<file path="config.mk">
export PLATFORM = sky130hd
export DESIGN_NAME = if_fetch_unit_flat
export DESIGN_NICKNAME = d
export VERILOG_FILES = /design/src/rtl/if_fetch_unit_if.sv /design/src/rtl/if_fetch_unit.sv /design/src/flat_wrapper.sv
export SDC_FILE = /design/constraint.sdc
export NUM_CORES = 1
export LEC_CHECK = 0
export BUFFER_PORTS_ARGS = -buffer_cell sky130_fd_sc_hd__buf_2
export CAP_MARGIN = 5
export CORE_MARGIN = 2
export CORE_UTILIZATION = 41
export DETAILED_ROUTE_END_ITERATION = 6
export PLACE_DENSITY_LB_ADDON = 0.05
export SYNTH_ARGS = -nofsm -noshare
export SYNTH_HDL_FRONTEND = slang
export SYNTH_SLANG_ARGS = --single-unit
</file>
<file path="constraint.sdc">
create_clock -name clk -period 4 [get_ports clk]
set_clock_uncertainty 0.15 [all_clocks]
set_input_delay 0.2 -clock clk [delete_from_list [all_inputs] [get_ports clk]]
set_output_delay 0.2 -clock clk [all_outputs]
set_load 0.01 [all_outputs]
</file>
<file path="src/rtl/if_fetch_unit_if.sv">
// Instruction-memory request/response bus between the fetch unit (master) and imem (slave).
// req/gnt request handshake plus an rvalid-qualified response; one request outstanding at a time.
interface if_fetch_unit_if #(
  parameter int Width = 32,
  parameter int Depth = 32
) ();
  logic             imem_req;
  logic [Width-1:0] imem_addr;
  logic             imem_gnt;
  logic             imem_rvalid;
  logic [Depth-1:0] imem_rdata;

  modport master (
    output imem_req,
    output imem_addr,
    input  imem_gnt,
    input  imem_rvalid,
    input  imem_rdata
  );

  modport slave (
    input  imem_req,
    input  imem_addr,
    output imem_gnt,
    output imem_rvalid,
    output imem_rdata
  );
endinterface

</file>
<file path="src/rtl/if_fetch_unit.sv">
// Instruction fetch stage: owns the PC, fetches one instruction at a time and presents it to IF/ID
// for one cycle (rvalid -> valid_out next cycle); stall parks the response in a hold buffer.
module if_fetch_unit #(
  parameter int               Width    = 32,
  parameter int               Depth    = 32,
  parameter logic [Width-1:0] RESET_PC = '0
) (
  input  logic               clk,
  input  logic               rst,
  input  logic               stall,
  input  logic               redirect,
  input  logic [Width-1:0]   redirect_pc,
  if_fetch_unit_if.master    imem,
  output logic [Width-1:0]   Address_out,
  output logic [Depth-1:0]   Instruction_out,
  output logic               valid_out,
  output logic               flush_out
);

  typedef enum logic [1:0] {
    S_REQ,
    S_WAIT,
    S_HOLD,
    S_DROP
  } state_t;

  state_t           state, state_nxt;
  logic [Width-1:0] pc, pc_nxt;
  logic [Depth-1:0] hold_dat, hold_nxt;
  logic             load;
  logic [Depth-1:0] load_dat;

  assign imem.imem_req  = (state == S_REQ);
  assign imem.imem_addr = pc;
  assign flush_out      = rst | redirect | ~valid_out;

  always_comb begin
    state_nxt = state;
    pc_nxt    = pc;
    hold_nxt  = hold_dat;
    load      = 1'b0;
    load_dat  = '0;
    if (redirect) begin
      // A granted-but-unanswered request must still be drained, hence DROP.
      pc_nxt   = redirect_pc;
      hold_nxt = '0;
      unique case (state)
        S_REQ:   state_nxt = imem.imem_gnt    ? S_DROP : S_REQ;
        S_WAIT:  state_nxt = imem.imem_rvalid ? S_REQ  : S_DROP;
        S_HOLD:  state_nxt = S_REQ;
        S_DROP:  state_nxt = imem.imem_rvalid ? S_REQ  : S_DROP;
        default: state_nxt = S_REQ;
      endcase
    end else begin
      unique case (state)
        S_REQ: begin
          if (imem.imem_gnt) state_nxt = S_WAIT;
        end
        S_WAIT: begin
          if (imem.imem_rvalid) begin
            if (stall) begin
              hold_nxt  = imem.imem_rdata;
              state_nxt = S_HOLD;
            end else begin
              load      = 1'b1;
              load_dat  = imem.imem_rdata;
              pc_nxt    = pc + Width'(4);
              state_nxt = S_REQ;
            end
          end
        end
        S_HOLD: begin
          if (!stall) begin
            load      = 1'b1;
            load_dat  = hold_dat;
            pc_nxt    = pc + Width'(4);
            state_nxt = S_REQ;
          end
        end
        S_DROP: begin
          if (imem.imem_rvalid) state_nxt = S_REQ;
        end
        default: state_nxt = S_REQ;
      endcase
    end
  end

  always_ff @(posedge clk) begin
    if (rst) begin
      state           <= S_REQ;
      pc              <= RESET_PC;
      hold_dat        <= '0;
      Address_out     <= '0;
      Instruction_out <= '0;
      valid_out       <= 1'b0;
    end else begin
      state     <= state_nxt;
      pc        <= pc_nxt;
      hold_dat  <= hold_nxt;
      valid_out <= load;
      if (load) begin
        Address_out     <= pc;
        Instruction_out <= load_dat;
      end
    end
  end

endmodule

</file>
<file path="src/flat_wrapper.sv">
// flat-port wrapper written by rule: the top's interface ports become plain ports
module if_fetch_unit_flat 
#(
  parameter int               Width    = 32,
  parameter int               Depth    = 32,
  parameter logic [Width-1:0] RESET_PC = '0
)
  (clk, rst, stall, redirect, redirect_pc, Address_out, Instruction_out, valid_out, flush_out, imem_imem_req, imem_imem_addr, imem_imem_gnt, imem_imem_rvalid, imem_imem_rdata);
  if_fetch_unit_if #(.Width(Width), .Depth(Depth)) imem_i ();
  input  logic clk;
  input  logic rst;
  input  logic stall;
  input  logic redirect;
  input  logic [Width-1:0] redirect_pc;
  output logic [Width-1:0] Address_out;
  output logic [Depth-1:0] Instruction_out;
  output logic valid_out;
  output logic flush_out;
  output wire logic [$bits(imem_i.imem_req)-1:0] imem_imem_req;
  output wire logic [$bits(imem_i.imem_addr)-1:0] imem_imem_addr;
  input wire logic [$bits(imem_i.imem_gnt)-1:0] imem_imem_gnt;
  input wire logic [$bits(imem_i.imem_rvalid)-1:0] imem_imem_rvalid;
  input wire logic [$bits(imem_i.imem_rdata)-1:0] imem_imem_rdata;
  assign imem_imem_req = imem_i.imem_req;
  assign imem_imem_addr = imem_i.imem_addr;
  assign imem_i.imem_gnt = imem_imem_gnt;
  assign imem_i.imem_rvalid = imem_imem_rvalid;
  assign imem_i.imem_rdata = imem_imem_rdata;
  if_fetch_unit #(.Width(Width), .Depth(Depth), .RESET_PC(RESET_PC)) u_core (.clk(clk), .rst(rst), .stall(stall), .redirect(redirect), .redirect_pc(redirect_pc), .imem(imem_i), .Address_out(Address_out), .Instruction_out(Instruction_out), .valid_out(valid_out), .flush_out(flush_out));
endmodule
</file>
After elaboration in Yosys (flattened, before gate mapping)
Index checks and enable logic that the tools add are counted.
{ "word_totals": {"reg_bits": 131, "elab_cells": 47, "mem_count": 0, "latchBits": 0, "mem_bits_ro": 0, "mem_bits_rw": 0, "input_bits": 70} }
{ "classes": {"div": 0, "n_reduce_logical": 7, "addsub": 1, "multipliers": 0, "shifts": 0, "magnitude_cmp": 0, "eq_ne": 7, "n_bitwise": 3, "n_mux": 23} }
{ "op_table": {"columns": ["op", "count"], "rows": [
  ["two-way mux 32 bit", 7],
  ["case mux 32 bit (2 select lines)", 2],
  ["adder 32 x 3 -> 32 bit, second input constant", 1],
  ["two-way mux 2 bit", 8],
  ["inequality test 3 bit, second input constant", 3],
  ["case mux 2 bit (4 select lines)", 1],
  ["case mux 2 bit (3 select lines)", 1],
  ["== test 2 bit, second input constant", 2],
  ["AND reduction 4 bit", 1],
  ["OR reduction 2 bit", 2],
  ["two-way mux 1 bit", 3],
  ["inequality test 3 x 2 -> 1 bit, second input constant", 1],
  ["AND reduction 3 bit", 1],
  ["nonzero test 3 bit", 1],
  ["== test 2 x 1 -> 1 bit, second input constant", 1],
  ["logical NOT 2 bit", 1],
  ["bitwise OR 1 bit", 2],
  ["case mux 1 bit (2 select lines)", 1],
  ["AND reduction 2 bit", 1],
  ["inverter 1 bit", 1]
]} }

Longest topological paths before layout
Gate-level depths: netlist of run 1.
{ "depth": {"ltp_word": 5, "mapped_depth": 9, "ltp_nobuf": 7} }

Worst setup path after synthesis of run 1
OpenSTA, ideal clock, no wires.
{ "synth_path": {"kind": "reg-to-reg", "from": "register u_core.state[0]", "to": "register u_core.pc[5] (netlist: u_core.imem.imem_addr[5])", "stages_incl_launch_ff": 10, "path_slack_ns": 1.805, "arrival_time_ns": 1.959, "setup_time_ns": 0.086, "path_cell_list": "dfxtp_1 -> inv_1 -> ha_1 -> buf_2 -> mux2i_1 -> or2_2 -> clkbuf_1 -> nor2_1 -> xnor2_1 -> a211oi_1"} }
{ "synth_between": {"elab_chain_cells": 3, "elab_cells_between_ends": 7, "classes_between": "eq/ne (3); mux (2); reduce/logical (2)"} }
{ "synth_rtl": {"columns": ["element", "line", "text"], "rows": [
  ["from (decl)", "if_fetch_unit.sv:27", "state_t state, state_nxt;"],
  ["from (signal assigned)", "if_fetch_unit.sv:97", "state <= state_nxt;"],
  ["== test 2 bit or == test 2 x 1 -> 1 bit (tied branches)", "if_fetch_unit.sv:55", "unique case (state)"],
  ["case mux 32 bit (2 select lines), or another cell as far along", "if_fetch_unit.sv:55", null],
  ["two-way mux 32 bit or AND reduction 2 bit (tied branches)", null, null],
  ["to (signal assigned)", "if_fetch_unit.sv:98", "pc <= pc_nxt;"],
  ["to (decl)", "if_fetch_unit.sv:28", "logic [Width-1:0] pc, pc_nxt;"]
]} }
Several ways; a longest one is shown, not always the timed one.
A chain may end at the register's enable or synchronous reset.

Worst setup path in the final report of run 1
{ "layout_path": {"from": "register u_core.state[0]", "to": "register u_core.pc[26] (netlist: u_core.imem.imem_addr[26])"} }
The elaborated chain is that of the path after synthesis.

==> results.sh, run 1 <==
export IMPL_die_area_um2=14200
export IMPL_vias=5572
export IMPL_worst_setup_hold_path_clk_slew_ns=0.05
export IMPL_relSlewSlack_pct=23.7
export IMPL_die_w_um=119
export IMPL_max_cap_violations=0
export IMPL_fill_cells=1215
export IMPL_clock_latency_ns=0.41
export IMPL_grt_pass1_vias=5195
export IMPL_worst_setup_path_type="register to register"
export IMPL_cts_buffer_depth=2
export IMPL_avgSynthCellArea_um2=8.10
export IMPL_tightest_slew_ns=1.14
export IMPL_clkPwrFrac_pct=44.7
export IMPL_cts_resized=0
export IMPL_arrival_ns=2.90
export IMPL_drc=0
export IMPL_portBuffers=168
export IMPL_ios=169
export IMPL_grt_usage_pct=22.6
export IMPL_multi_input_area_um2=2590
export IMPL_final_common_cell="buf_2"
export IMPL_grt_start_max_net_pins=65
export IMPL_synth_fp_nets=749
export IMPL_combPwrFrac_pct=11.6
export IMPL_wl_per_cell_um=15.1
export IMPL_crit_path_start="u_core.state[0]$_SDFFE_PP0P_"
export IMPL_synthCells=673
export IMPL_seq_area_frac_synth_pct=48.1
export IMPL_maxSlewViolCount=0
export IMPL_final_area_um2=7560
export IMPL_grt_pass1_wl_um=25900
export IMPL_min_period_ns=2.74
export IMPL_clock_sinks=131
export IMPL_worstSetupEndpointType="register"
export IMPL_status="complete, no violations"
export IMPL_seq_area_um2=2620
export IMPL_routed_via_density=5.24
export IMPL_reg2reg_from="u_core.state[0]$_SDFFE_PP0P_"
export IMPL_hold_viol=0
export IMPL_rows=42
export IMPL_htreeDepth=4
export IMPL_drtAntennaViolNets=0
export IMPL_fin_util_pct=57.5
export IMPL_hold_buffers=63
export IMPL_cts_buffers=17
export IMPL_cp_data_required_time_ns=4.16
export IMPL_post_dp_hpwl_um=10300
export IMPL_fin_tns_setup_ns=0
export IMPL_yosysWarnings=0
export IMPL_insertedDiodeCount=0
export IMPL_place_ws_ns=1.26
export IMPL_ys_ff_latch=131
export IMPL_fin_crit_sh_pct=68.4
export IMPL_power_frac_seq_pct=43.7
export IMPL_nNetsFinal=953
export IMPL_wl_um=16100
export IMPL_power_w=0.00321
export IMPL_use_met2_pct=37.4
export IMPL_met1_usage_pct=28.7
export IMPL_grt_overflow_total=0
export IMPL_cell_internal_pwr_w=0.00242
export IMPL_rsz0062_at_grt="no"
export IMPL_placed_cell_area_um2=6380
export IMPL_gp_congestion=0.793
export IMPL_cp_start_kind="register"
export IMPL_crit_fanout=36
export IMPL_drtIter0Drc=360
export IMPL_antenna_found_initial=0
export IMPL_chipHeight_um=119
export IMPL_holdCritPathClass="primary input to register"
export IMPL_final_cell_mix="167 x buf_2, 151 x nand2_1, 131 x dfxtp_1, 71 x a21oi_1, 69 x nor2_1"
export IMPL_swShare_pct=24.6
export IMPL_cts_tree="done"
export IMPL_drive_gt1_share_pct=24.0
export IMPL_design_core_area_um2=13100
export IMPL_dr_pass1_iters=6
export IMPL_p_sw_w=0.000790
export IMPL_synth_area_um2=5450
export IMPL_setup_viol=0
export IMPL_area_growth_pct=38.7
export IMPL_setup_ws_ns=1.26
export IMPL_cts_setup_buffers=0
export IMPL_busiest_layer="met2"
export IMPL_hold_start="redirect_pc[22]"
export IMPL_grt_use_met3_pct=5.51
export IMPL_p_leak_nw=3.08
export IMPL_synthDistinctLibCells=43
export IMPL_ir_worst_vdd_mv=0.272
export IMPL_max_freq_mhz=365
export IMPL_root_buffer="clkbuf_16"
export IMPL_power_density_nw_per_um2=424
export IMPL_initial_core_util_pct=41.5
[power groups by stage]
| stage | registers [W] | logic [W] | clock network (W) |
|---|---|---|---|
| 3_3_place_gp | 0.00143 | 0.000317 | 0 |
| 2_1_floorplan | 0.00143 | 0.000178 | 0 |
| 6_report | 0.00140 | 0.000371 | 0.00143 |
| 5_1_grt | 0.00141 | 0.000408 | 0.00153 |
| 3_5_place_dp | 0.00143 | 0.000324 | 0 |
| 4_1_cts | 0.00140 | 0.000372 | 0.00146 |
[final cells by class]
class                      instances  share of cell area (%)
timing repair buffer             240                    20.6
tap                              176                    2.91
sequential                       131                    34.7
multi-input combinational        480                    34.3
inverter                           7                   0.348
clock inverter                     5                   0.695
clock buffer                      24                    6.51
[state kept, by name, indices dropped and copies added, names as in the netlist]
signal                  cells
u_core.Address_out         32
u_core.imem.imem_addr      32
u_core.hold_dat            32
u_core.state                2
u_core.Instruction_out     32
u_core.valid_out            1
[stage by stage]
| step | cells | hold slack (ns) |
|---|---|---|
| 2_1_floorplan | 673 | 0.186 |
| 3_3_place_gp | 971 | 0.289 |
| 3_5_place_dp | 971 | 0.294 |
| 4_1_cts | 1063 | 0.0309 |
| 5_1_grt | 1063 | 0.0742 |
| 6_report | 1063 | 0.0447 |
[cell usage after synthesis]
| cell | instances | area, µm² |
|---|---|---|
| nand2_1 | 151 | 567 |
| dfxtp_1 | 131 | 2620 |
| a21oi_1 | 71 | 355 |
| nor2_1 | 69 | 259 |
| clkbuf_1 | 43 | 161 |
| nor3_1 | 35 | 175 |
| a221oi_1 | 33 | 289 |
| a211oi_1 | 18 | 135 |
| xor2_1 | 17 | 149 |
| nand3_1 | 11 | 55.1 |
| nand4_1 | 10 | 62.6 |
| buf_1 | 8 | 30.0 |
| and3_1 | 7 | 43.8 |
| xnor2_1 | 7 | 61.3 |
| ha_1 | 6 | 75.1 |
| inv_1 | 6 | 22.5 |
| o21ai_0 | 6 | 30.0 |
| a311oi_1 | 5 | 43.8 |
| buf_2 | 4 | 20.0 |
| or3_1 | 4 | 25.0 |
| mux2i_1 | 3 | 30.0 |
| nor4_1 | 3 | 18.8 |
| and2_1 | 2 | 12.5 |
| nand3b_1 | 2 | 15.0 |
| nor4_2 | 2 | 25.0 |
| or2_2 | 2 | 12.5 |
| a211oi_2 | 1 | 12.5 |
| a21o_1 | 1 | 7.51 |
| a22oi_1 | 1 | 7.51 |
| a31oi_1 | 1 | 6.26 |
| and4_1 | 1 | 8.76 |
| clkinv_1 | 1 | 3.75 |
| nand3_2 | 1 | 10.0 |
| nand4b_1 | 1 | 8.76 |
| nor3_2 | 1 | 10.0 |
| nor4_4 | 1 | 21.3 |
| o211a_1 | 1 | 10.0 |
| o211ai_1 | 1 | 7.51 |
| o21bai_1 | 1 | 7.51 |
| o22ai_1 | 1 | 6.26 |
| o31ai_1 | 1 | 7.51 |
| o41ai_1 | 1 | 8.76 |
| or4_4 | 1 | 11.3 |
[logic make-up (layout without fill, tap and decap cells)]
group	count (synthesis)	after routing	share of synthesized area, %
adders and majority gates	6	6	1.38
AOI/OAI and AO/OA	143	143	17.1
and+or+nand+nor	304	304	24.6
muxes	3	3	0.551
DFF	131	131	48.1
buffers and inverters	62	276	4.36
xor gates and xnor gates	24	24	3.86
[metal layers]
metal  up-vias  share of wire [%]
li1       2752                  -
met3        19                5.2
met2       171                 49
met5         -                  0
met1      2630                 44
met4         0                1.7
[worst max-delay path, cell delays in order (launching register included)]
cell and delay, ns:
dfxtp_1 0.34, inv_1 0.11, ha_1 0.15, buf_4 0.38
mux2i_1 0.30, nor3_1 0.24, nand4_1 0.29, or3_1 0.39
a311oi_1 0.29
[path summary, 6_finish.rpt]
path                                                 end  slack [ns]  cells after the start
setup / recovery  u_core.imem.imem_addr[26]$_SDFFE_PP0P_        1.26                      8
hold / removal    u_core.imem.imem_addr[22]$_SDFFE_PP0P_        0.04                      5
setup reg to reg  u_core.imem.imem_addr[26]$_SDFFE_PP0P_        1.26                      8
hold reg to reg       u_core.Address_out[8]$_SDFFE_PP0P_        0.30                      2
(Power assumes the default switching activity.)
==> run 2, diff against run 1 <==
--- a/config.mk
+++ b/config.mk
@@ -5,6 +5,7 @@
 export SDC_FILE = /design/constraint.sdc
 export NUM_CORES = 1
 export LEC_CHECK = 0
+export ABC_AREA = 1
 export BUFFER_PORTS_ARGS = -buffer_cell sky130_fd_sc_hd__buf_2
 export CAP_MARGIN = 5
 export CORE_MARGIN = 2
==> constraint.sdc (replaced) <==
create_clock -name clk -period 2.3 [get_ports clk]
set_clock_uncertainty 0.15 [all_clocks]
set_input_delay 0.115 -clock clk [delete_from_list [all_inputs] [get_ports clk]]
set_output_delay 0.115 -clock clk [all_outputs]
set_load 0.01 [all_outputs]
==> run 2 against run 1 <==
Compared with the run above: cell area grew 9.0%; utilization shrank 0.42 points; die area increased by 9.7%; register-to-register slack got worse by 1.0 ns; clock power grew 92%; flip-flop and latch count did not move; sequential share of layout area down 2.9 points; sequential power up 82%; highest routed layer unchanged.
==> results.sh, run 2 <==
export IMPL_grt_pass1_wl_um=30400
export IMPL_synth_area_top_cells="dfxtp_1 44%, nand2_1 12%, nor2_1 7.9%"
export IMPL_cp_start_kind="register"
export IMPL_cts_buffers=17
export IMPL_post_dp_hpwl_um=12400
export IMPL_holdWs_ns=0.0591
export IMPL_cts_buffer_depth=2
export IMPL_cp_data_required_time_ns=2.50
export IMPL_grt_usage_pct=23.7
export IMPL_grt_overflow_total=0
export IMPL_tightest_slew_ns=0.484
export IMPL_worst_setup_path_type="register to register"
export IMPL_status="complete, no violations"
export IMPL_yosysTopAreaCellShare_pct=43.7
export IMPL_area_growth_pct=37.3
export IMPL_final_cell_count_no_fill=1261
export IMPL_synthCells=848
export IMPL_min_period_ns=2.07
export IMPL_grt_pass1_vias=6143
export IMPL_reg2reg_from="u_core.state[1]$_SDFFE_PP0P_"
export IMPL_design_core_area_um2=14400
export IMPL_insertedDiodeCount=0
export IMPL_max_freq_mhz=482
export IMPL_slowest_delay_ns=0.41
export IMPL_fin_crit_sh_pct=90.1
export IMPL_synth_simple_gate_area_share_pct=26.7
export IMPL_setup_viol=0
export IMPL_synth_edff_count=0
export IMPL_die_area_um2=15600
export IMPL_fin_tns_setup_ns=0
export IMPL_drtIter0Drc=394
export IMPL_ir_worst_vdd_mv=0.541
export IMPL_placedCellCount=1161
export IMPL_power_density_nw_per_um2=782
export IMPL_worstSetupEndpointType="register"
export IMPL_htreeDepth=4
export IMPL_rows=44
export IMPL_ys_ff_latch=131
export IMPL_wl_per_cell_um=14.6
export IMPL_synth_xor_area_share_pct=0
export IMPL_r2r_cells=9
export IMPL_synth_adder_area_share_pct=1.25
export IMPL_yosysMostFrequentCell="nand2_1"
export IMPL_holdCritPathClass="primary input to register"
export IMPL_yosys_most_used_dff="dfxtp_1"
export IMPL_synthDistinctLibCells=29
export IMPL_hold_start="rst"
export IMPL_path_cells="inv_1 > ha_1 > nand2_1 > inv_2 > or2_1 > nand3_4 > buf_4 > o21ai_0 > nor2_1"
export IMPL_slowest_stage="buf_4"
export IMPL_yosysWarnings=0
export IMPL_drtAntennaViolNets=0
export IMPL_maxSlewViolCount=0
export IMPL_nNetsFinal=1140
export IMPL_whs_path_depth=4
export IMPL_avgSynthCellArea_um2=7.07
export IMPL_ios=169
export IMPL_hold_viol=0
export IMPL_final_cell_mix="184 x nand2_1, 168 x buf_2, 131 x dfxtp_1, 127 x nor2_1, 89 x a21oi_1"
export IMPL_antenna_found_initial=1
export IMPL_worst_setup_hold_path_clk_slew_ns=0.06
export IMPL_critical_path_depth=9
export IMPL_synthTopCellsByCount="184 x nand2_1, 131 x dfxtp_1, 127 x nor2_1, 89 x a21oi_1, 85 x o21ai_0"
export IMPL_clock_sinks=131
export IMPL_die_w_um=125
export IMPL_arrival_ns=2.27
export IMPL_wl_um=18500
export IMPL_vias=6467
export IMPL_synth_compound_area_share_pct=21.0
export IMPL_synth_area_um2=6000
export IMPL_portBuffers=168
export IMPL_final_common_cell="nand2_1"
export IMPL_routed_via_density=5.13
export IMPL_muxShareOfSynthArea_pct=0
export IMPL_synth_largest_area_cell="dfxtp_1"
export IMPL_synth_fp_nets=924
export IMPL_drc=0
export IMPL_gp_congestion=0.820
export IMPL_path_buf_inv=3
export IMPL_dr_pass1_iters=6
export IMPL_grt_start_max_net_pins=66
export IMPL_synth_top_family_by_area="simple AND/OR/NAND/NOR gates"
export IMPL_p_leak_nw=3.47
export IMPL_critical_path_top_delay_family="buffers and inverters"
export IMPL_initial_core_util_pct=41.6
export IMPL_max_cap_violations=0
export IMPL_chipHeight_um=125
export IMPL_crit_fanout=45
export IMPL_crit_path_start="u_core.state[1]$_SDFFE_PP0P_"
export IMPL_async_flop_share_pct=0
export IMPL_drive_gt1_share_pct=21.4
export IMPL_root_buffer="clkbuf_16"
export IMPL_rsz0062_at_grt="no"
export IMPL_seq_area_frac_synth_pct=43.7
export IMPL_relSlewSlack_pct=67.8
export IMPL_cts_tree="done"
export IMPL_clock_latency_ns=0.41
-- run 2: changes by cell type after synthesis, sizes merged, moves of 18 or more --
cell	before	now
a211oi	19	0
a21oi	71	89
nand2	151	185
o21ai	6	94
nor2	69	133
inv	6	41
nand3	12	63
nor3	36	5
-- run 2: layout make-up --
cell class | instances | area (µm²)
Clock buffer | 23 | 468
Clock inverter | 9 | 129
Fill cell | 1444 | 6190
Inverter | 41 | 154
Multi-Input combinational cell | 619 | 2940
Sequential cell | 131 | 2620
Tap cell | 184 | 230
Timing Repair Buffer | 254 | 1690
-- run 2: power breakdown --
group,switching (W),internal [W],total [W]
combinational,0.000680,0.000462,0.00114
clock,0.000984,0.00176,0.00274
sequential,0.000138,0.00242,0.00255
-- run 2: worst paths after layout --
kind	slack, ns	to
worst min-delay path	0.06	u_core.Address_out[9]$_SDFFE_PP0P_
worst max-delay path	0.23	u_core.Address_out[7]$_SDFFE_PP0P_
worst max register to register	0.23	u_core.Address_out[7]$_SDFFE_PP0P_
worst min register to register	0.31	u_core.hold_dat[18]$_SDFFE_PP0P_
-- run 2: routing by layer --
layer / part of all wire, % / vias to the layer above / track usage, %
met5: 0 / - / 0
met4: 1.8 / 0 / 8.24
met3: 5.8 / 23 / 6.16
met2: 47 / 199 / 39.1
met1: 45 / 2952 / 30.3
li1: - / 3293 / -
-- run 2: what timing repair did --
action,in CTS,in global routing
hold buffers,68,0
buffers inserted,0,0
gates resized for setup,0,0
hold endpoints to repair,96,0
-- run 2: stage by stage --
stage / utilization (%) / area, µm² / power, W / worst slack (ns)
final: 57.1 / 8240 / 0.00644 / 0.227
after global routing: 57.1 / 8240 / 0.00675 / 0.0304
after CTS: 57.1 / 8240 / 0.00649 / 0.232
after detailed placement: 48.3 / 6960 / 0.00365 / 0.262
after global placement: 48.3 / 6960 / 0.00366 / 0.312
after floorplan: - / 6000 / 0.00325 / 0.443
-- run 2: worst min-delay path, delay by kind of cell --
kind	cells	cell delay [ns]
AOI/OAI and AO/OA	1	0.14
buffers and inverters	2	0.28
and+or+nand+nor	1	0.04
-- run 2: logic make-up after synthesis --
logic type	Yosys count
buffers and inverters	98
flip-flops	131
AND/OR/NAND/NOR	389
adder cells (fa/ha/maj)	6
AO/OA/AOI/OAI	224
